[config.mk]
export PLATFORM = sky130hd
export DESIGN_NAME = im_boot_loader
export DESIGN_NICKNAME = d
export VERILOG_FILES = /design/src/rtl/im_boot_loader.sv
export SDC_FILE = /design/constraint.sdc
export NUM_CORES = 1
export LEC_CHECK = 0
export ABC_AREA = 1
export BUFFER_PORTS_ARGS = -buffer_cell sky130_fd_sc_hd__buf_2
export CAP_MARGIN = 20
export CELL_PAD_IN_SITES_DETAIL_PLACEMENT = 2
export CELL_PAD_IN_SITES_GLOBAL_PLACEMENT = 2
export CORE_ASPECT_RATIO = 0.5
export CORE_MARGIN = 3
export CORE_UTILIZATION = 25
export CTS_CLUSTER_DIAMETER = 60
export DETAILED_ROUTE_END_ITERATION = 8
export PLACE_DENSITY_LB_ADDON = 0.1
export SLEW_MARGIN = 0
export SYNTH_ARGS = -nofsm -noshare
export SYNTH_HDL_FRONTEND = slang
export SYNTH_SLANG_ARGS = --single-unit
[constraint.sdc]
create_clock -name Clk -period 1.6 [get_ports Clk]
set_clock_uncertainty 0.1 [all_clocks]
set_input_delay 0.16 -clock Clk [delete_from_list [all_inputs] [get_ports Clk]]
set_output_delay 0.16 -clock Clk [all_outputs]
set_load 0.005 [all_outputs]
[src/rtl/im_boot_loader.sv]
// im_boot_loader
// Copies WORD_COUNT 16-bit words from board Flash into the instruction memory
// (Ram2) write port after reset, holding the CPU stalled until the image is in
// place. Once done, the write port is idle and Ram2 reverts to fetch-only use.
//
// Ports
//   Clk          system clock, rising edge
//   Rst          asynchronous active-low reset
//   BootStart    restart request, honoured only once the copy is done
//   Flash_addr   Flash word address (FLASH_BASE + idx, wraps at 23 bits)
//   Flash_data   Flash read data
//   Flash_CE     Flash chip enable, active-low
//   Flash_OE     Flash output enable, active-low
//   Flash_WE     Flash write enable, active-low, tied inactive
//   ImWrite      instruction memory write strobe (one cycle per word)
//   ImWriteAddr  Ram2 word address (= idx)
//   ImWriteData  Ram2 write data
//   CpuStall     1 = hold PC and fetch
//   BootDone     1 = image loaded
module im_boot_loader #(
  parameter int unsigned WORD_COUNT = 512,
  parameter logic [22:0] FLASH_BASE = 23'h0,
  parameter int unsigned FLASH_WAIT = 3
) (
  input  logic        Clk,
  input  logic        Rst,
  input  logic        BootStart,
  output logic [22:0] Flash_addr,
  input  logic [15:0] Flash_data,
  output logic        Flash_CE,
  output logic        Flash_OE,
  output logic        Flash_WE,
  output logic        ImWrite,
  output logic [15:0] ImWriteAddr,
  output logic [15:0] ImWriteData,
  output logic        CpuStall,
  output logic        BootDone
);

  typedef enum logic [2:0] {
    S_START,
    S_ADDR,
    S_WAIT,
    S_LATCH,
    S_WRITE,
    S_RECOVER,
    S_DONE
  } state_t;

  localparam logic [15:0] LAST_IDX  = 16'(WORD_COUNT - 1);
  localparam bit          NO_WAIT   = (FLASH_WAIT == 0);
  // WAIT lasts cnt+1 cycles, so the counter is loaded one short.
  localparam logic [3:0]  WAIT_LOAD = NO_WAIT ? 4'd0 : 4'(FLASH_WAIT - 1);

  state_t      state;
  state_t      state_nxt;
  logic [15:0] idx;
  logic [3:0]  wait_cnt;
  logic [15:0] data_q;
  logic        flash_en;

  // State register
  always_ff @(posedge Clk or negedge Rst) begin
    if (!Rst) begin
      state <= S_START;
    end else begin
      state <= state_nxt;
    end
  end

  // Word index, wait counter and captured Flash word
  always_ff @(posedge Clk or negedge Rst) begin
    if (!Rst) begin
      idx      <= '0;
      wait_cnt <= '0;
      data_q   <= '0;
    end else begin
      case (state)
        S_ADDR:    wait_cnt <= WAIT_LOAD;
        S_WAIT:    if (wait_cnt != '0) wait_cnt <= wait_cnt - 4'd1;
        S_LATCH:   data_q <= Flash_data;
        // idx stays on the last word in DONE so ImWriteAddr never wraps.
        S_RECOVER: if (idx != LAST_IDX) idx <= idx + 16'd1;
        S_DONE:    if (BootStart) idx <= '0;
        default:   ;
      endcase
    end
  end

  // Next-state logic
  always_comb begin
    state_nxt = state;
    case (state)
      S_START:   state_nxt = S_ADDR;
      S_ADDR:    state_nxt = NO_WAIT ? S_LATCH : S_WAIT;
      S_WAIT:    if (wait_cnt == '0) state_nxt = S_LATCH;
      S_LATCH:   state_nxt = S_WRITE;
      S_WRITE:   state_nxt = S_RECOVER;
      S_RECOVER: state_nxt = (idx == LAST_IDX) ? S_DONE : S_ADDR;
      S_DONE:    if (BootStart) state_nxt = S_START;
      default:   state_nxt = S_START;
    endcase
  end

  // Outputs: decoded from state and registers only, never from inputs.
  always_comb begin
    flash_en    = 1'b0;
    ImWrite     = 1'b0;
    CpuStall    = 1'b1;
    BootDone    = 1'b0;
    case (state)
      S_ADDR, S_WAIT, S_LATCH: flash_en = 1'b1;
      S_WRITE:                 ImWrite  = 1'b1;
      S_DONE: begin
        CpuStall = 1'b0;
        BootDone = 1'b1;
      end
      default: ;
    endcase
    Flash_CE    = ~flash_en;
    Flash_OE    = ~flash_en;
    Flash_WE    = 1'b1;
    Flash_addr  = FLASH_BASE + {7'd0, idx};
    ImWriteAddr = idx;
    ImWriteData = data_q;
  end

endmodule

==> out/metrics.yaml, run 1 <==
status: "complete, no violations"
peakVddDrop_mv: 0.6015
grt_setup_unrepaired: "true"
synth_edf_count: 0
synth.largest_area_cell: "dfrtp_1"
clkTransAtPathRegs_ns: 0.06
hold_path_class: "input pin to flip-flop"
h-tree-depth: 2
ys_ff_latch: 39
fillerInstances: 1001
first_global_vias: 2351
syn_area_um2: 2270
die-width_um: 140.8
drtAntennaViolNets: 0
power.leakage_nw: 1.582
yosysWarningCount: 0
drc: 0
wl_per_cell_um: 15.44
initial_utilization_pct: 27.01
overflow: 0
crit_chain: "ha_4 > nand3_2 > inv_2 > nand2_2 > inv_2 > nand3_2 > nand2_4 > clkbuf_16 > nand2_1 > nand2_1"
wirelength_um: 7289
core-area_um2: 8403
num_vias: 2133
crit_path_end_kind: "flip-flop"
critPathMaxStageDelay_ns: 0.40
grt_max_degree: 40
io_buffers: 71
final_common_cell: "buf_2"
dr.pass1.iters: 4
postLayoutCoreUtil_pct: 37.48
syn_to_final_growth_pct: 38.75
setup_viol: 0
met2_usage_pct: 27.07
die_area_um2: 10330
power.density_nw_per_um2: 1526
globalRouteMet3Util_pct: 4.356
gr-max-usage-layer: "met2"
cap_violations: 0
cts-buffers-inserted: 5
worst-setup-path-type: "flip-flop to flip-flop"
via_per_inst: 4.519
setup.worst_path.start_class: "flip-flop"
clock_latency_ns: 0.29
synthFlopType: "dfrtp_1"
ctsLongestPathBuffers: 2
post-route-period-util_pct: 97.07
cp.required_ns: 1.73
slew_headroom_pct: 64.37
grt_first_pass_wirelength_um: 12120
use_met1_pct: 17.91
die_y_um: 73.38
synth_cell_types: 31
ff2ff_setup_slack_ns: 0.05
track_usage_pct: 14.89
synthCells: 268
max_freq_mhz: 643.9
cts_tree: "done"
synth_area_leaders: "dfrtp_1 (43%), nand2_1 (9.8%), buf_4 (8.3%)"
fin_crit_ns: 1.553
cp_max_fo: 9
final-max-slew-violation-count: 0
antenna_found_initial: 0
cp.arrival_ns: 1.68
tightest_slew_ns: 0.5344
drt_iter0_markers: 52
ys_seq_area_share_pct: 43.00
power.total_w: 0.004805
ioPinCount: 80
row_count: 23
synthArstFlopShare_pct: 100.0
gp_congestion: 0.8156
layout.nets: 380
layout_setup_ws_ns: 0.04687
clock_sinks: 39
layout_common_cells: "buf_2 (71), nand2_1 (58), dfrtp_1 (33), buf_4 (25), nand3_1 (22)"
dp_slack_ns: -0.09970
num_antenna_cells: 0
ctsRootBufferMaster: "clkbuf_16"
syn_area_per_cell_um2: 8.469
synth_top_area_share_pct: 43.00
dp_hpwl_um: 5415
drive_gt1_share_pct: 45.56
slowest_stage: "dfrtp_1"
hold_viol: 0
## critical path, delay by kind of cell, from the launching register on
| family | cells | cell delay (ns) |
|---|---|---|
| adder cells (fa/ha/maj) | 1 | 0.16 |
| flip-flops | 1 | 0.40 |
| AND/OR/NAND/NOR | 6 | 0.51 |
| buffers and inverters | 3 | 0.33 |
## layout make-up
cell class | instances | area [um2] | share of cell area [%]
Multi-Input combinational cell | 180 | 1032 | 32.78
Sequential cell | 39 | 983.4 | 31.23
Timing Repair Buffer | 109 | 728.2 | 23.12
Tap cell | 112 | 140.1 | 4.450
Clock buffer | 5 | 125.1 | 3.973
Inverter | 24 | 92.59 | 2.940
Clock inverter | 3 | 47.55 | 1.510
## cells by family after synthesis
logic type / after synthesis / share of synthesized area, %
and+or+nand+nor: 126 / 25.36
buffers and inverters: 55 / 14.50
DFF: 39 / 43.00
AOI/OAI and AO/OA: 23 / 5.844
muxes: 16 / 7.938
xor gates and xnor gates: 5 / 1.929
adders and majority gates: 2 / 1.102
other: 2 / 0.3309
## what timing repair did
item | CTS | global route
hold endpoints to repair | 46 | 0
resized for setup | 10 | 20
pin swaps | 0 | 5
setup endpoints to repair | 18 | 19
setup buffers | 2 | 2
hold buffers | 8 | 0
gates cloned | 0 | 1
## state kept, by name (all words and copies together), names as in the netlist
signal,flops
wait_cnt,4
state,3
ImWriteData,16
ImWriteAddr,16
## synth_stat cells, types with 2 or more instances
cell     number
conb_1        2
mux2_2       16
a21oi_1       2
inv_2         4
ha_1          2
buf_4        25
xor2_1        5
o21ai_1       7
nand4_1       8
o21ai_2       3
nor2_1       23
inv_1        19
nor2_2        3
nand3_1      23
dfrtp_1      39
buf_2         2
buf_6         2
o21ai_0       9
or2_2         3
nand2_2       2
nand2_1      59
## power by group
group	switching (W)	internal, W
logic	0.00101	0.00102
registers	0.000254	0.00133
clock network	0.000443	0.000744
## per-stage QoR
stage / area (um2) / instances / TNS, ns / hold slack [ns]
floorplan: 2295 / 274 / 0 / -0.2356
global placement: 2776 / 451 / 0 / 0.1703
detailed placement: 2776 / 451 / -0.4736 / 0.1683
CTS: 3065 / 469 / 0 / 0.00009115
global route: 3149 / 472 / -0.5714 / 0.0008149
finish: 3149 / 472 / 0 / 0.003542
## worst paths after layout
check | startpoint | to | depth (start not counted)
worst max-delay path | ImWriteAddr[0]$_DFFE_PN0P_ | ImWriteAddr[8]$_DFFE_PN0P_ | 10
worst min-delay path | Flash_data[5] | ImWriteData[5]$_DFFE_PN0N_ | 2
worst max register to register | ImWriteAddr[0]$_DFFE_PN0P_ | ImWriteAddr[8]$_DFFE_PN0P_ | 10
worst min register to register | ImWriteData[9]$_DFFE_PN0N_ | ImWriteData[9]$_DFFE_PN0N_ | 1
max in group asynchronous | Rst | ImWriteAddr[8]$_DFFE_PN0P_ | 3
min in group asynchronous | Rst | ImWriteAddr[13]$_DFFE_PN0P_ | 3
## layer usage
layer  vias up  part of all wire (%)
met3         5                   4.5
met5         -                     0
li1       1021                     -
met1      1062                    44
met4         0                  0.44
met2        45                    51
Note: power is estimated with default switching activity, not from simulation.
==> inputs of run 2 (changes only) <==
REMOVE_ABC_BUFFERS = 1   (was unset)
==> run 2 against run 1 <==
Power up 4.2%. Hold slack better by 0.011 ns. Routed wire length up 9.4%. First-iteration DRC count up 52%. Clock-buffer cell count up 1. Maximum frequency down 1.6%. Sequential cell count unchanged. Cell count up 2.8%. Worst setup slack worse by 0.025 ns. Sequential power down 4%.
==> out/metrics.yaml, run 2 (synthesis results as in run 1) <==
cts_tree: "done"
clkTransAtPathRegs_ns: 0.06  # about the same
power.total_w: 0.005008  # +4.2%
pwr-share-seq_pct: 30.4  # -2.6 points
final-max-slew-violation-count: 0  # unchanged
final_common_cell: "buf_2"
fin_crit_ns: 1.578  # +0.02483 ns
crit_chain: "ha_2 > nand3_2 > inv_2 > nand2_4 > inv_4 > nand3_4 > nand2_8 > inv_4 > nand2_1 > nand2_1"
dr.pass1.iters: 4  # unchanged
die-width_um: 140.8  # unchanged
post-route-period-util_pct: 98.62  # +1.6 points
num_antenna_cells: 0  # unchanged
power.leakage_nw: 1.646  # +4.1%
h-tree-depth: 2  # unchanged
cap_violations: 0  # unchanged
ioPinCount: 80  # unchanged
crit_path_end_kind: "flip-flop"
core-area_um2: 8403  # unchanged
drc: 0  # unchanged
drt_iter0_markers: 79  # +52%
drtAntennaViolNets: 0  # unchanged
tightest_slew_ns: 0.5568  # +0.02241 ns
die_y_um: 73.38  # unchanged
netSwitchingFraction_pct: 36.56  # +1.1 points
p_clk_share_pct: 24.7  # about the same
row_count: 23  # unchanged
r2r_end: "ImWriteAddr[8]$_DFFE_PN0P_"
rr_worst_depth: 10  # unchanged
first_global_vias: 2492  # +6.0%
setup_viol: 0  # unchanged
slowest_stage: "dfrtp_1"
io_buffers: 71  # unchanged
hold_viol: 0  # unchanged
peakVddDrop_mv: 0.5481  # -8.9%
track_usage_pct: 16.04  # +1.1 points
worst-setup-path-type: "flip-flop to flip-flop"
cts-buffers-inserted: 5  # unchanged
ctsLongestPathBuffers: 2  # unchanged
layout_common_cells: "buf_2 (71), nand2_1 (55), dfrtp_1 (38), buf_4 (34), nand3_1 (22)"
initial_utilization_pct: 27.01  # unchanged
grt_first_pass_wirelength_um: 12970  # +7.0%
grt_setup_unrepaired: "true"
postLayoutCoreUtil_pct: 38.88  # +1.4 points
power.internal_w: 0.003177  # +2.5%
r2r-start: "ImWriteAddr[0]$_DFFE_PN0P_"
power.density_nw_per_um2: 1533  # +0.46%
clock_sinks: 39  # unchanged
hold_path_class: "input pin to flip-flop"
worstSetupStartpoint: "ImWriteAddr[0]$_DFFE_PN0P_"
pwr-share-comb_pct: 44.9  # +2.6 points
ff2ff_setup_slack_ns: 0.02  # -0.02 ns
num_vias: 2209  # +3.6%
syn_to_final_growth_pct: 43.94
critPathMaxStageDelay_ns: 0.36  # -0.04 ns
dp_slack_ns: -0.1339  # -0.03415 ns
p_sw_w: 0.001831  # +7.4%
antenna_found_initial: 0  # unchanged
wirelength_um: 7971  # +9.4%
die_area_um2: 10330  # unchanged
clock_latency_ns: 0.29  # about the same
via_per_inst: 4.555  # +0.79%
slew_headroom_pct: 62.88  # -1.5 points
ctsRootBufferMaster: "clkbuf_16"
overflow: 0  # unchanged
gp_congestion: 0.7414  # -9.1%
wl_per_cell_um: 16.44  # +6.4%
status: "complete, no violations"
cp_max_fo: 8  # -1
max_freq_mhz: 633.7  # -1.6%
dp_hpwl_um: 5514  # +1.8%
grt_max_degree: 40  # unchanged
setup.worst_path.start_class: "flip-flop"
cp-endpoint: "ImWriteAddr[8]$_DFFE_PN0P_"
cp.arrival_ns: 1.66  # -0.02 ns
layout_setup_ws_ns: 0.02204  # -0.02483 ns
drive_gt1_share_pct: 46.38  # +0.83 points
cp.required_ns: 1.68  # -0.05 ns
layout.nets: 393  # +3.4%
run 2: area by class of cell:
class / count / area (um2)
sequential: 39 / 977.2
clock buffer: 6 / 138.9
clock inverter: 2 / 38.79
timing repair buffer: 119 / 762.0
inverter: 24 / 100.1
fill: 978 / 5136
multi-input combinational: 183 / 1110
tap: 112 / 140.1
run 2: critical path, delay by kind of cell (launching register included):
| family | cells | cell delay, ns |
|---|---|---|
| and+or+nand+nor | 6 | 0.63 |
| DFF | 1 | 0.36 |
| adders and majority gates | 1 | 0.20 |
| buffers and inverters | 3 | 0.18 |
run 2: per-stage QoR:
stage                     TNS (ns)  area, um2  instances  hold WS, ns
after floorplan            -0.8566       2053        243      -0.2356
after global placement     -0.1947       2824        461       0.1666
after detailed placement    -1.482       2824        461       0.1692
after CTS                        0       3226        485     0.006480
after global routing        -1.077       3267        485      0.01413
final                            0       3267        485      0.01480
run 2: worst min path at each step:
stage / from / endpoint / slack, ns / cells past startpoint
floorplan: Rst / ImWriteAddr[0]$_DFFE_PN0P_ / -0.24 / 0
finish: Flash_data[1] / ImWriteData[1]$_DFFE_PN0N_ / 0.01 / 2
CTS: Flash_data[1] / ImWriteData[1]$_DFFE_PN0N_ / 0.006 / 2
detailed placement: Rst / wait_cnt[0]$_DFFE_PN0P_ / 0.17 / 2
global placement: Rst / wait_cnt[0]$_DFFE_PN0P_ / 0.17 / 2
global route: Flash_data[10] / ImWriteData[10]$_DFFE_PN0N_ / 0.01 / 2
run 2: layer usage:
metal	global-route usage [%]	routed length, um
met5	0	0
met4	2.900	70
met3	5.267	463
met2	29.03	3991
met1	19.07	3447
run 2: what timing repair did:
action / 4_1_cts / 5_1_grt
endpoints found under the hold margin: 50 / 0
buffers inserted: 1 / 0
setup endpoints to repair: 18 / 33
gates cloned: 3 / 0
hold buffers: 12 / 0
gates resized for setup: 16 / 22
pin swaps: 6 / 4
run 2: power groups by stage:
stage          clock network, W  logic, W  registers (W)
2_1_floorplan                 0  0.000923        0.00159
3_3_place_gp                  0   0.00192        0.00150
3_5_place_dp                  0   0.00200        0.00152
4_1_cts                 0.00128   0.00224        0.00151
5_1_grt                 0.00132   0.00251        0.00157
6_report                0.00124   0.00225        0.00152
==> inputs of run 3 (changes only) <==
ABC_AREA = unset   (was 1)
CORE_UTILIZATION = 27   (was 25)
==> run 3 against run 2 <==
The run now ends with setup timing left. Critical path type unchanged. Sequential power barely moved. Cell count shrank 7.8%. Design area is 6.9% higher. Sequential share of layout area shrank 2.0 points.
==> out/metrics.yaml, run 3 <==
grt_setup_unrepaired: "true"
ys_seq_area_share_pct: 43.43  # +0.43 points
synth.most_common_cell: "dfrtp_1"
pwr-share-seq_pct: 28.6  # -1.8 points
dpl_cell_area_um2: 2927  # +3.6%
synthXorXnorAreaFrac_pct: 0.7795  # -1.1 points
fin_area_um2: 3493  # +6.9%
final_common_cell: "buf_2"
layout_common_cells: "buf_2 (69), buf_4 (50), dfrtp_1 (39), mux2_2 (16)"
synth_area_leaders: "dfrtp_1 (43%), buf_4 (8.4%), mux2_2 (8.0%)"
power.internal_w: 0.003418  # +7.6%
synth.largest_area_cell: "dfrtp_1"
post-route-period-util_pct: 118.8  # +20 points
synth_cell_types: 54  # +74%
ioPinCount: 80  # unchanged
setup.worst_path.start_class: "flip-flop"
syn_to_final_growth_pct: 55.46
ctsRootBufferMaster: "clkbuf_16"
fin_crit_ns: 1.901  # +0.3231 ns
layout_setup_ws_ns: -0.3011  # -0.3231 ns
ff_latch_area_um2: 975.9  # -0.13%
status: "finished with violations"
synthSimpleGateAreaFrac_pct: 16.65  # -8.7 points
netSwitchingFraction_pct: 36.95  # +0.39 points
synth_top_family_by_area: "simple AND/OR/NAND/NOR gates"
setup_viol: 21  # +21
overflow: 0  # unchanged
cts_tree: "done"
power.leakage_nw: 1.669  # +1.4%
core-area_um2: 7680  # -8.6%
yosysWarningCount: 0  # unchanged
num_antenna_cells: 0  # unchanged
hold_viol: 0  # unchanged
synth_compound_area_share_pct: 14.98  # +9.1 points
grt_max_degree: 40  # unchanged
synth_top_area_share_pct: 43.43  # +0.43 points
cap_violations: 0  # unchanged
p_sw_w: 0.002003  # +9.4%
multi_input_comb_area_um2: 1186  # +6.9%
clock_latency_ns: 0.29  # about the same
fillerInstances: 811  # -17%
initial_utilization_pct: 29.26  # +2.3 points
wirelength_um: 8394  # +5.3%
syn_area_um2: 2247  # -0.99%
worst-setup-path-type: "flip-flop to flip-flop"
crit_path_end_kind: "flip-flop"
hold_path_class: "input pin to flip-flop"
synthFlopType: "dfrtp_1"
layout.nets: 360  # -8.4%
ys_ff_latch: 39  # unchanged
drive_gt1_share_pct: 58.11  # +12 points
violations: "setup timing"
ctsLongestPathBuffers: 2  # unchanged
dr.pass1.iters: 4  # unchanged
drt_iter0_markers: 48  # -39%
num_vias: 2145  # -2.9%
pwr-share-comb_pct: 50.0  # +5.1 points
cp.arrival_ns: 1.98  # +0.32 ns
drc: 0  # unchanged
cts-buffers-inserted: 5  # unchanged
syn_area_per_cell_um2: 10.40  # +23%
synth_fa_ha_area_share_pct: 1.114  # +0.011 points
dp_slack_ns: -0.3581  # -0.2243 ns
peakVddDrop_mv: 0.6125  # +12%
final-max-slew-violation-count: 0  # unchanged
synthCells: 216  # -19%
synthArstFlopShare_pct: 100.0  # unchanged
track_usage_pct: 17.55  # +1.5 points
max_freq_mhz: 526.0  # -17%
synth.area.mux_share_pct: 11.14  # +3.2 points
wl_per_cell_um: 18.78  # +14%
grt_first_pass_wirelength_um: 12930  # -0.32%
power.total_w: 0.005421  # +8.3%
dp_hpwl_um: 5655  # +2.5%
h-tree-depth: 2  # unchanged
via_per_inst: 4.799  # +5.4%
tightest_slew_ns: 0.6917  # +0.1349 ns
die_y_um: 70.51  # -3.9%
fin_tns_setup_ns: -4.910  # -4.910 ns
slew_headroom_pct: 53.84  # -9.0 points
die-width_um: 135.0  # -4.1%
drtAntennaViolNets: 0  # unchanged
row_count: 22  # -4.3%
cp.required_ns: 1.68  # about the same
clkTransAtPathRegs_ns: 0.06  # about the same
yosys-top-cells-count: "dfrtp_1 (39), buf_4 (25), mux2_2 (16)"
cp_max_fo: 5  # -3
p_clk_share_pct: 21.4  # -3.3 points
gp_congestion: 0.8112  # +9.4%
die_area_um2: 9520  # -7.8%
first_global_vias: 2429  # -2.5%
io_buffers: 71  # unchanged
synth_edf_count: 0  # unchanged
antenna_found_initial: 0  # unchanged
power.density_nw_per_um2: 1552  # +1.2%
clock_sinks: 39  # unchanged
-- run 3: cell count changes after synthesis, moves of 4 or more --
cell      previous run  this run
a211oi_1             0         5
a21oi_1              2         8
clkbuf_1             1         5
inv_1               19         8
inv_2                4         0
mux2i_1              0         7
nand2_1             59        11
nand3_1             23         7
nor2_1              23         4
nor3_1               0         8
o21ai_1              7         0
xor2_1               5         1
-- run 3: worst max-delay path: stages, from the launching register on --
cell and delay, ns:
dfrtp_1 0.38, or4_4 0.58, o41ai_4 0.25, buf_4 0.20
nor4_2 0.05, a211o_1 0.22
-- run 3: power by group through the flow --
| stage | registers [W] | logic [W] | clock network (W) |
|---|---|---|---|
| floorplan | 0.00167 | 0.000910 | 0 |
| global placement | 0.00153 | 0.00215 | 0 |
| detailed placement | 0.00156 | 0.00224 | 0 |
| CTS | 0.00155 | 0.00247 | 0.00119 |
| global route | 0.00161 | 0.00295 | 0.00124 |
| finish | 0.00155 | 0.00271 | 0.00116 |
-- run 3: final cells by class --
class	instances	area share (%)
Tap cell	108	3.868
Multi-Input combinational cell	141	33.95
Timing Repair Buffer	143	28.47
Sequential cell	39	27.94
Inverter	9	1.110
Clock inverter	2	1.074
Clock buffer	5	3.582
-- run 3: layer usage --
metal	up-vias	wire length (um)	part of all wire, %	track usage (%)
li1	997	-	-	-
met3	9	442	5.3	4.748
met2	61	4422	53	32.43
met4	0	108	1.3	4.358
met1	1078	3420	41	20.27
met5	-	0	0	0
-- run 3: stage by stage --
stage	hold slack, ns	utilization, %	std cells
after floorplan	-0.2356	-	189
after global placement	0.05144	38.11	417
after detailed placement	0.05140	38.11	417
after CTS	0.0001016	43.83	441
after global routing	0.008572	45.49	447
final	0.004720	45.49	447
-- run 3: what timing repair did --
item | in CTS | in global routing
buffers inserted | 6 | 6
endpoints found under the hold margin | 49 | 0
hold buffers | 11 | 0
pin swaps | 19 | 6
gates resized for setup | 30 | 18
setup endpoints to repair | 26 | 28
-- run 3: cells by family after synthesis --
group,Yosys count
AOI/OAI and AO/OA,45
xor gates and xnor gates,2
adders and majority gates,2
buffers and inverters,42
DFF,39
muxes,23
other,2
and+or+nand+nor,61
-- run 3: worst paths after layout --
check                      cells past startpoint  slack [ns]                          end                        start
setup / recovery                               5       -0.30  ImWriteAddr[14]$_DFFE_PN0P_   ImWriteAddr[9]$_DFFE_PN0P_
hold / removal                                 2       0.005  ImWriteData[13]$_DFFE_PN0N_               Flash_data[13]
setup reg to reg                               5       -0.30  ImWriteAddr[14]$_DFFE_PN0P_   ImWriteAddr[9]$_DFFE_PN0P_
max in group asynchronous                      3        0.91   ImWriteData[6]$_DFFE_PN0N_                          Rst
hold reg to reg                                1        0.40  ImWriteData[10]$_DFFE_PN0N_  ImWriteData[10]$_DFFE_PN0N_
min in group asynchronous                      3        0.27  ImWriteAddr[13]$_DFFE_PN0P_                          Rst
